$ cat src/rtl/kpscan.sv
// kpscan: autonomous 4x4 keypad scanner with debounce, 4-entry event FIFO and Wishbone access.
// Define KPSCAN_RELEASE_EN to queue release events as well as presses.
module kpscan #(
    parameter logic [15:0] CLKS_PER_COL   = 16'd1000,
    parameter logic [2:0]  DEBOUNCE_SCANS = 3'd4
) (
    input  logic        i_clk,
    input  logic        i_rst_n,
    input  logic        i_wb_cyc,
    input  logic        i_wb_stb,
    input  logic        i_wb_we,
    input  logic        i_wb_addr,
    input  logic [31:0] i_wb_data,
    output logic        o_wb_ack,
    output logic [31:0] o_wb_data,
    output logic [3:0]  o_kp_col,
    input  logic [3:0]  i_kp_row,
    output logic        o_kp_int
);
    typedef enum logic [1:0] {IDLE, SCAN, EVAL} fsm_t;
    fsm_t fsm;
    logic [3:0] row_m, rows;
    logic [1:0] col;
    logic [15:0] cnt, snap, prev_snap, keys, keys_nxt, diff;
    logic [2:0] stable, stable_nxt, count;
    logic [1:0] wr_ptr, rd_ptr;
    logic [4:0] fifo [4];
    logic [3:0] k;
    logic enable, overflow, run, req, wr0, rd1, pop, push, push_ok, take, rel;
    logic unused_wb_data;
    assign unused_wb_data = ^i_wb_data[30:1];
    assign req = i_wb_cyc && i_wb_stb;
    assign wr0 = req && i_wb_we && !i_wb_addr;
    assign rd1 = req && !i_wb_we && i_wb_addr;
    assign pop = rd1 && count != 3'd0;
    // A disable write takes effect on the same edge it is accepted
    assign run = wr0 ? i_wb_data[0] : enable;
    assign diff = snap ^ keys;
    assign stable_nxt = snap != prev_snap ? 3'd1 : stable == 3'd7 ? 3'd7 : stable + 3'd1;
    assign take = fsm == EVAL && run && stable_nxt >= DEBOUNCE_SCANS && diff != 16'h0;
    assign rel = keys[k];
    assign keys_nxt = take ? keys ^ (16'h1 << k) : keys;
`ifdef KPSCAN_RELEASE_EN
    assign push = take;
`else
    assign push = take && !rel;
`endif
    assign push_ok = push && (count != 3'd4 || pop);
    always_comb begin
        k = 4'd0;
        for (int i = 15; i >= 0; i--)
            if (diff[i]) k = 4'(i);
    end
    always_ff @(posedge i_clk) begin
        if (!i_rst_n) begin
            row_m     <= 4'hF;
            rows      <= 4'hF;
            fsm       <= IDLE;
            col       <= 2'd0;
            cnt       <= 16'd0;
            snap      <= 16'h0;
            prev_snap <= 16'h0;
            stable    <= 3'd0;
            keys      <= 16'h0;
            o_kp_col  <= 4'h0;
        end else begin
            row_m <= i_kp_row;
            rows  <= row_m;
            if (!run) begin
                fsm       <= IDLE;
                col       <= 2'd0;
                cnt       <= 16'd0;
                snap      <= 16'h0;
                prev_snap <= 16'h0;
                stable    <= 3'd0;
                keys      <= 16'h0;
                o_kp_col  <= 4'h0;
            end else begin
                case (fsm)
                    IDLE: if (rows != 4'hF || keys != 16'h0) begin
                        fsm      <= SCAN;
                        col      <= 2'd0;
                        cnt      <= 16'd0;
                        o_kp_col <= 4'hE;
                    end
                    SCAN: if (cnt == CLKS_PER_COL - 16'd1) begin
                        snap[4*col +: 4] <= ~rows;
                        cnt              <= 16'd0;
                        col              <= col + 2'd1;
                        fsm              <= col == 2'd3 ? EVAL : SCAN;
                        o_kp_col         <= col == 2'd3 ? 4'h0 : ~(4'b1 << (col + 2'd1));
                    end else begin
                        cnt <= cnt + 16'd1;
                    end
                    EVAL: begin
                        stable    <= stable_nxt;
                        prev_snap <= snap;
                        keys      <= keys_nxt;
                        col       <= 2'd0;
                        cnt       <= 16'd0;
                        fsm       <= snap == 16'h0 && keys_nxt == 16'h0 ? IDLE : SCAN;
                        o_kp_col  <= snap == 16'h0 && keys_nxt == 16'h0 ? 4'h0 : 4'hE;
                    end
                    default: fsm <= IDLE;
                endcase
            end
        end
    end
    always_ff @(posedge i_clk)
        if (push_ok) fifo[wr_ptr] <= {rel, k};
    always_ff @(posedge i_clk) begin
        if (!i_rst_n) begin
            wr_ptr    <= 2'd0;
            rd_ptr    <= 2'd0;
            count     <= 3'd0;
            overflow  <= 1'b0;
            enable    <= 1'b1;
            o_wb_ack  <= 1'b0;
            o_wb_data <= 32'h0;
            o_kp_int  <= 1'b0;
        end else begin
            o_wb_ack <= req;
            o_kp_int <= count != 3'd0;
            if (wr0) enable <= i_wb_data[0];
            // A drop in the same cycle as a clear still leaves overflow set
            if (wr0 && i_wb_data[31]) overflow <= 1'b0;
            if (push && !push_ok) overflow <= 1'b1;
            if (push_ok) wr_ptr <= wr_ptr + 2'd1;
            if (pop) rd_ptr <= rd_ptr + 2'd1;
            count <= count + {2'b0, push_ok} - {2'b0, pop};
            if (req && !i_wb_we)
                o_wb_data <= i_wb_addr ? (pop ? {1'b1, 26'h0, fifo[rd_ptr]} : 32'h0)
                                       : {overflow, count, enable, 11'h0, keys};
        end
    end
endmodule

$ cat config.mk
export PLATFORM = sky130hd
export DESIGN_NAME = kpscan
export DESIGN_NICKNAME = d
export VERILOG_FILES = /design/src/rtl/kpscan.sv
export SDC_FILE = /design/constraint.sdc
export NUM_CORES = 1
export LEC_CHECK = 0
export CORE_MARGIN = 2
export CORE_UTILIZATION = 55
export DETAILED_ROUTE_END_ITERATION = 7
export PLACE_DENSITY = 0.82
export SYNTH_ARGS = -nofsm -noshare
export SYNTH_HDL_FRONTEND = slang
export SYNTH_SLANG_ARGS = --single-unit
$ cat constraint.sdc
create_clock -name i_clk -period 4 [get_ports i_clk]
set_input_delay 0.8 -clock i_clk [delete_from_list [all_inputs] [get_ports i_clk]]
set_output_delay 0.8 -clock i_clk [all_outputs]
set_load 0.03 [all_outputs]
### Word-level counts from Yosys, hierarchy flattened

Memories as Yosys holds them, arrays and structs flattened. A register that Yosys moved wholly into a read port is not among the register bits.
Index checks and enable logic that the tools add are counted.

* add/subtract/negate cells: 8
* magnitude comparators: 2
* eq/ne operators: 10
* shifts and indexed selects: 4
* muxes and demuxes: 47
* bitwise logic cells: 4
* reductions and logical operators: 33

Operators with widths (count)
* 4-bit two-way mux: 20
* 32-bit two-way mux: 2
* 16-bit two-way mux: 3
* 16-bit case mux with 3 select lines: 1
* 4-bit negation with 34-bit output: 1
* 4-bit by 34-bit variable shift with 16-bit output (first input constant): 1
* 4-bit by 34-bit variable part select with 16-bit output: 1
* 16-bit zero test: 2
* 16-bit nonzero test: 2
* 16-bit XOR: 2
* 16-bit by 1-bit adder with 16-bit output (second input constant): 1
* 16-bit bitwise mux: 1
* 16-bit by 10-bit equality test with 1-bit output (second input constant): 1
* 16-bit inequality test: 1
* 1-bit by 4-bit left shift with 16-bit output (first input constant): 1
* 1-bit logical AND: 14
* 2-bit two-way mux: 7
* 2-bit case mux with 3 select lines: 2
* 4-bit case mux with 3 select lines: 1
* 4-bit NOT: 2
* 2-bit AND reduction: 4
* 1-bit two-way mux: 7
* 2-bit by 1-bit adder with 2-bit output (second input constant): 3
* 3-bit two-way mux: 2
* 19 further kinds: 26

* register bits: 126
* bits in writable memories: 20
* bits of input ports: 42
* word-level logic and storage cells: 127
* memories: 1

Memory list
* fifo: depth 4, bits a word 5, read ports 1, clocked after Yosys merged registers in 1, write ports 1, line 27 `logic [4:0] fifo [4];`

### Logic depth before layout (Yosys ltp)

* depth in word-level cells: 25
* gate-level depth with buffers: 17

### Worst setup path after synthesis

Ideal clock, no wire load.

* kind: register to register
* start point: register keys[15]
* end point: register count[2]
* data arrival time: 3.291 ns
* path slack: 0.594 ns
* stages on the path, launching flop included: 16
* path buffers: 1
* period minus slack after synthesis: 3.406 ns
* path through: dfxtp_1 > clkbuf_8 > xor2_1 > a211oi_1 > o21ai_1 > a31oi_1 > o221ai_1 > o21bai_1 > a21oi_1 > o21ai_1 > ha_1 > inv_1 > ha_1 > fa_1 > xnor2_1 > and2_1

* cells in the longest elaborated chain, start to end: 24

Ends and longest elaborated chain
* from (decl): line 24 `logic [15:0] cnt, snap, prev_snap, keys, keys_nxt, diff;`
* from (signal assigned): line 98 `keys <= keys_nxt;`
* 16-bit XOR: line 38 `assign diff = snap ^ keys;`
* 4-bit two-way mux (16 in a row): line 52 `if (diff[i]) k = 4'(i);`
* 1-bit binary-select mux with 4-bit select: line 41 `assign rel = keys[k];`
* 1-bit two-way mux (not written as such): line 41
* 1-bit zero test: line 46 `assign push = take && !rel;`
* 1-bit logical AND *: line 46
* 1-bit logical AND *: line 48 `assign push_ok = push && (count != 3'd4 || pop);`
* 3-bit by 1-bit adder with 3-bit output *: line 130 `count <= count + {2'b0, push_ok} - {2'b0, pop};`
* 3-bit by 1-bit subtractor with 3-bit output *: line 130
* to (signal assigned): line 130
* to (decl): line 25 `logic [2:0] stable, stable_nxt, count;`

Every way passes the cells marked *; elsewhere a longest branch is shown, timed or not. The select of a mux whose other input is x is not followed.
A chain may end at the register's enable or synchronous reset.

### Worst setup path in the final report

Same ends and word-level chain as after synthesis.

==> flow_summary.toml <==
[sta]
relSlewSlack = 0.3185
worstMarginPinSlew_ps = 1014
slew_violations = 0
max_freq_mhz = 262.7
skew_ps = 6.312
period_share = 0.9518
min_period_ps = 3807
setup_violations = 0
hold_slack_ps = 407.5
hold_viol_final = 0

[routing]
drt_iter0_markers = 454
dr.pass1.iters = 5
viasPerCell = 5.848
drc = 0
wl_per_cell_um = 17.87
vias = 6000
ant_nets = 0
routed_wl_mm = 18.34

[yosys]
ys_types = 78
ys_seq_area_frac = 0.4052
ys_seq_elements = 137
netlist_top_cells_area = "dfxtp_1 32%, edfxtp_1 8.3%, nor2_1 4.7%"
avgSynthCellArea_sq_um = 9.275
synth-main-ff-cell = "dfxtp_1"
post-synth-top-area-fraction = 0.3225
yosysTopAreaCell = "dfxtp_1"
synth_area_sq_um = 7262
ys_warn_count = 0
synth_edf_count = 20
async_flop_share = 0
synth_cells = 783

[worst_setup_path]
crit_chain = "xnor2_1 > a211oi_1 > o211ai_1 > a21oi_1 > mux2i_1 > o211ai_1 > a21oi_1 > o21ai_1 > ha_1 > inv_1 > ha_1 > fa_1 > xnor2_1 > and2_1"
worst_setup_path_start_kind = "flop"
path_class = "flop to flop"
cp_slowest_stage_delay_ps = 470
reg2reg_depth = 14
path_max_fanout = 4
regToRegStartpoint = "keys[15]"
critPathLaunch = "keys[15]"
cp.required_ps = 4330
end_kind = "flop"
rrSetupSlack_ps = 190
setup.worst_path.end = "count[2]"
worst_r2r_endpoint = "count[2]"
worstPathArrival_ps = 4140
crit_path_top_delay_cell = "a211oi_1"

[grt]
globalRoute.totalOverflow = 0
grt_use_total = 0.2703
grt_max_degree = 44
antenna_found_initial = 0
grt_pass1_vias = 5865
grt_pass1_wl_mm = 29.98

[clock_tree]
cts-root-buf = "clkbuf_16"
hold_buffers = 0
cts_max_level = 4
cts_tree = "done"
cts_made_buffers = 17
cts.sinks = 137
clk_latency_ps = 430
clockBufferDepth = 2
path_clk_slew_ps = 60

[placed_design]
dp.cells = 990
dp.final_hpwl_mm = 13.56
port_buffers = 38
gp_congestion = 0.9807
postPlaceCellArea_sq_um = 7876

[floorplanning]
core_area_sq_um = 12770
ios = 80
die_w_um = 118.9
start_util = 0.5685
placementRows = 41
die-area_sq_um = 14140
die_h_um = 118.9

[power_and_ir_drop]
peakVddDrop_v = 0.0004063
powerDensity_nw_per_um2 = 399.4
leakage_nw = 3.228

[cells_and_area]
seq_area_sq_um = 2943
layout-drive-gt1-share = 0.1335
final_core_util = 0.6716
fin_cells = 1026
design_area_sq_um = 8578
n_fill_cell = 988
multi_input_comb_area_sq_um = 3887
n_antenna_cell = 0
finalNetCount = 904
area_delta_synth_final_pct = 18.13

[worst_hold_path]
hp-class = "flop to flop"

[status]
status = "completed"

[run]
max_cap_violations = 0
-- logic make-up after synthesis --
group / synth area share
compound gates: 0.1380
xor+xnor: 0.08856
fa+ha+maj: 0.03722
buf+inv: 0.06771
flops: 0.4052
mux: 0.04997
other cells: 0.0005164
simple gates: 0.2128
-- power by group --
part | total [mW] | internal [mW] | leakage (nW) | switching [mW]
sequential | 1.44 | 1.42 | 1.16 | 0.0192
clock | 1.73 | 1.11 | 0.315 | 0.617
combinational | 0.261 | 0.0926 | 1.75 | 0.169
-- metrics by stage --
| stage | TNS (ps) | worst slack, ps | power, mW |
|---|---|---|---|
| 2_1_floorplan | 0 | 593.8 | 1.646 |
| 3_3_place_gp | 0 | 175.5 | 1.719 |
| 3_5_place_dp | 0 | 143.6 | 1.727 |
| 4_1_cts | 0 | 102.1 | 3.444 |
| 5_1_grt | -14.10 | -14.10 | 3.528 |
| 6_report | 0 | 192.7 | 3.426 |
-- placed cells by master (no fill, tap or decap), types with 5 or more instances in the layout --
cell type	Yosys	layout
a211oi_1	10	9
a21boi_0	16	15
a21oi_1	41	41
a31oi_1	9	9
and2_1	10	10
buf_4	15	47
bufinv_16	0	5
clkbuf_16	0	17
clkdlybuf4s50_1	0	38
conb_1	1	11
dfxtp_1	117	117
edfxtp_1	20	20
ha_1	20	20
inv_1	33	33
mux2i_1	25	25
mux4_2	5	5
nand2_1	48	48
nand2b_1	11	10
nand3_1	17	17
nand3b_1	13	13
nand4_1	17	17
nor2_1	91	91
nor3_1	23	23
nor4_1	9	9
o211a_1	6	6
o211ai_1	7	7
o21ai_0	25	24
o221ai_1	7	7
or3_1	18	18
xnor2_1	29	29
xor2_1	27	26
-- layer usage --
metal / wire, um / global-route usage / share of wire
met4: 431 / 0.1027 / 0.024
met3: 1273 / 0.05603 / 0.069
met2: 8472 / 0.4249 / 0.46
met5: 0 / 0 / 0
met1: 8158 / 0.3663 / 0.44
-- worst min path at each step --
stage | from | slack [ps] | to | cells past startpoint
global route | row_m[0] | 420 | rows[0] | 1
global placement | row_m[2] | 390 | rows[2] | 1
CTS | row_m[0] | 410 | rows[0] | 1
detailed placement | row_m[0] | 400 | rows[0] | 1
finish | row_m[0] | 410 | rows[0] | 1
floorplan | row_m[0] | 390 | rows[0] | 1
-- layout make-up --
cell class                      count  area share
Timing Repair Buffer               86     0.08781
Multi-Input combinational cell    565      0.4532
Tap cell                          172     0.02509
Clock buffer                       18     0.05003
Sequential cell                   137      0.3431
Clock inverter                     14     0.02567
Inverter                           34     0.01517
-- Yosys cell counts, drive strengths merged, types with 4 or more instances --
library cell / instances
mux4: 5
mux2i: 25
o211ai: 8
ha: 20
o21ai: 28
edfxtp: 20
buf: 32
dfxtp: 117
nor2: 91
nand4: 19
a31oi: 9
or3: 19
o221ai: 7
nand3b: 13
nand2b: 11
and2: 12
nand2: 48
nor3: 24
a21oi: 41
xnor2: 35
clkbuf: 25
a21boi: 17
a211oi: 10
nor4b: 4
a32oi: 4
inv: 34
nand3: 19
nor4: 10
xor2: 29
o211a: 6
-- worst max-delay path: cells and delay by family, from the launching register on --
kind,cells,cell delay [ps]
and+or+nand+nor,1,150
xor gates and xnor gates,2,260
adders and majority gates,3,890
muxes,1,240
buffers and inverters,1,50
DFF,1,410
AOI/OAI and AO/OA,6,1710
-- registers in the layout (all words and copies together), names as in the netlist, 3 cells and up, named ones only --
register	count
cnt	16
stable	3
keys	16
rows	4
prev_snap	16
fifo	20
row_m	4
count	3
o_wb_data	21
snap	16
o_kp_col	4
-- repair_timing --
item / CTS / global route
resized for setup: 0 / 6
setup endpoints to repair: 0 / 2
buffers inserted: 0 / 4
(Power assumes the default switching activity.)
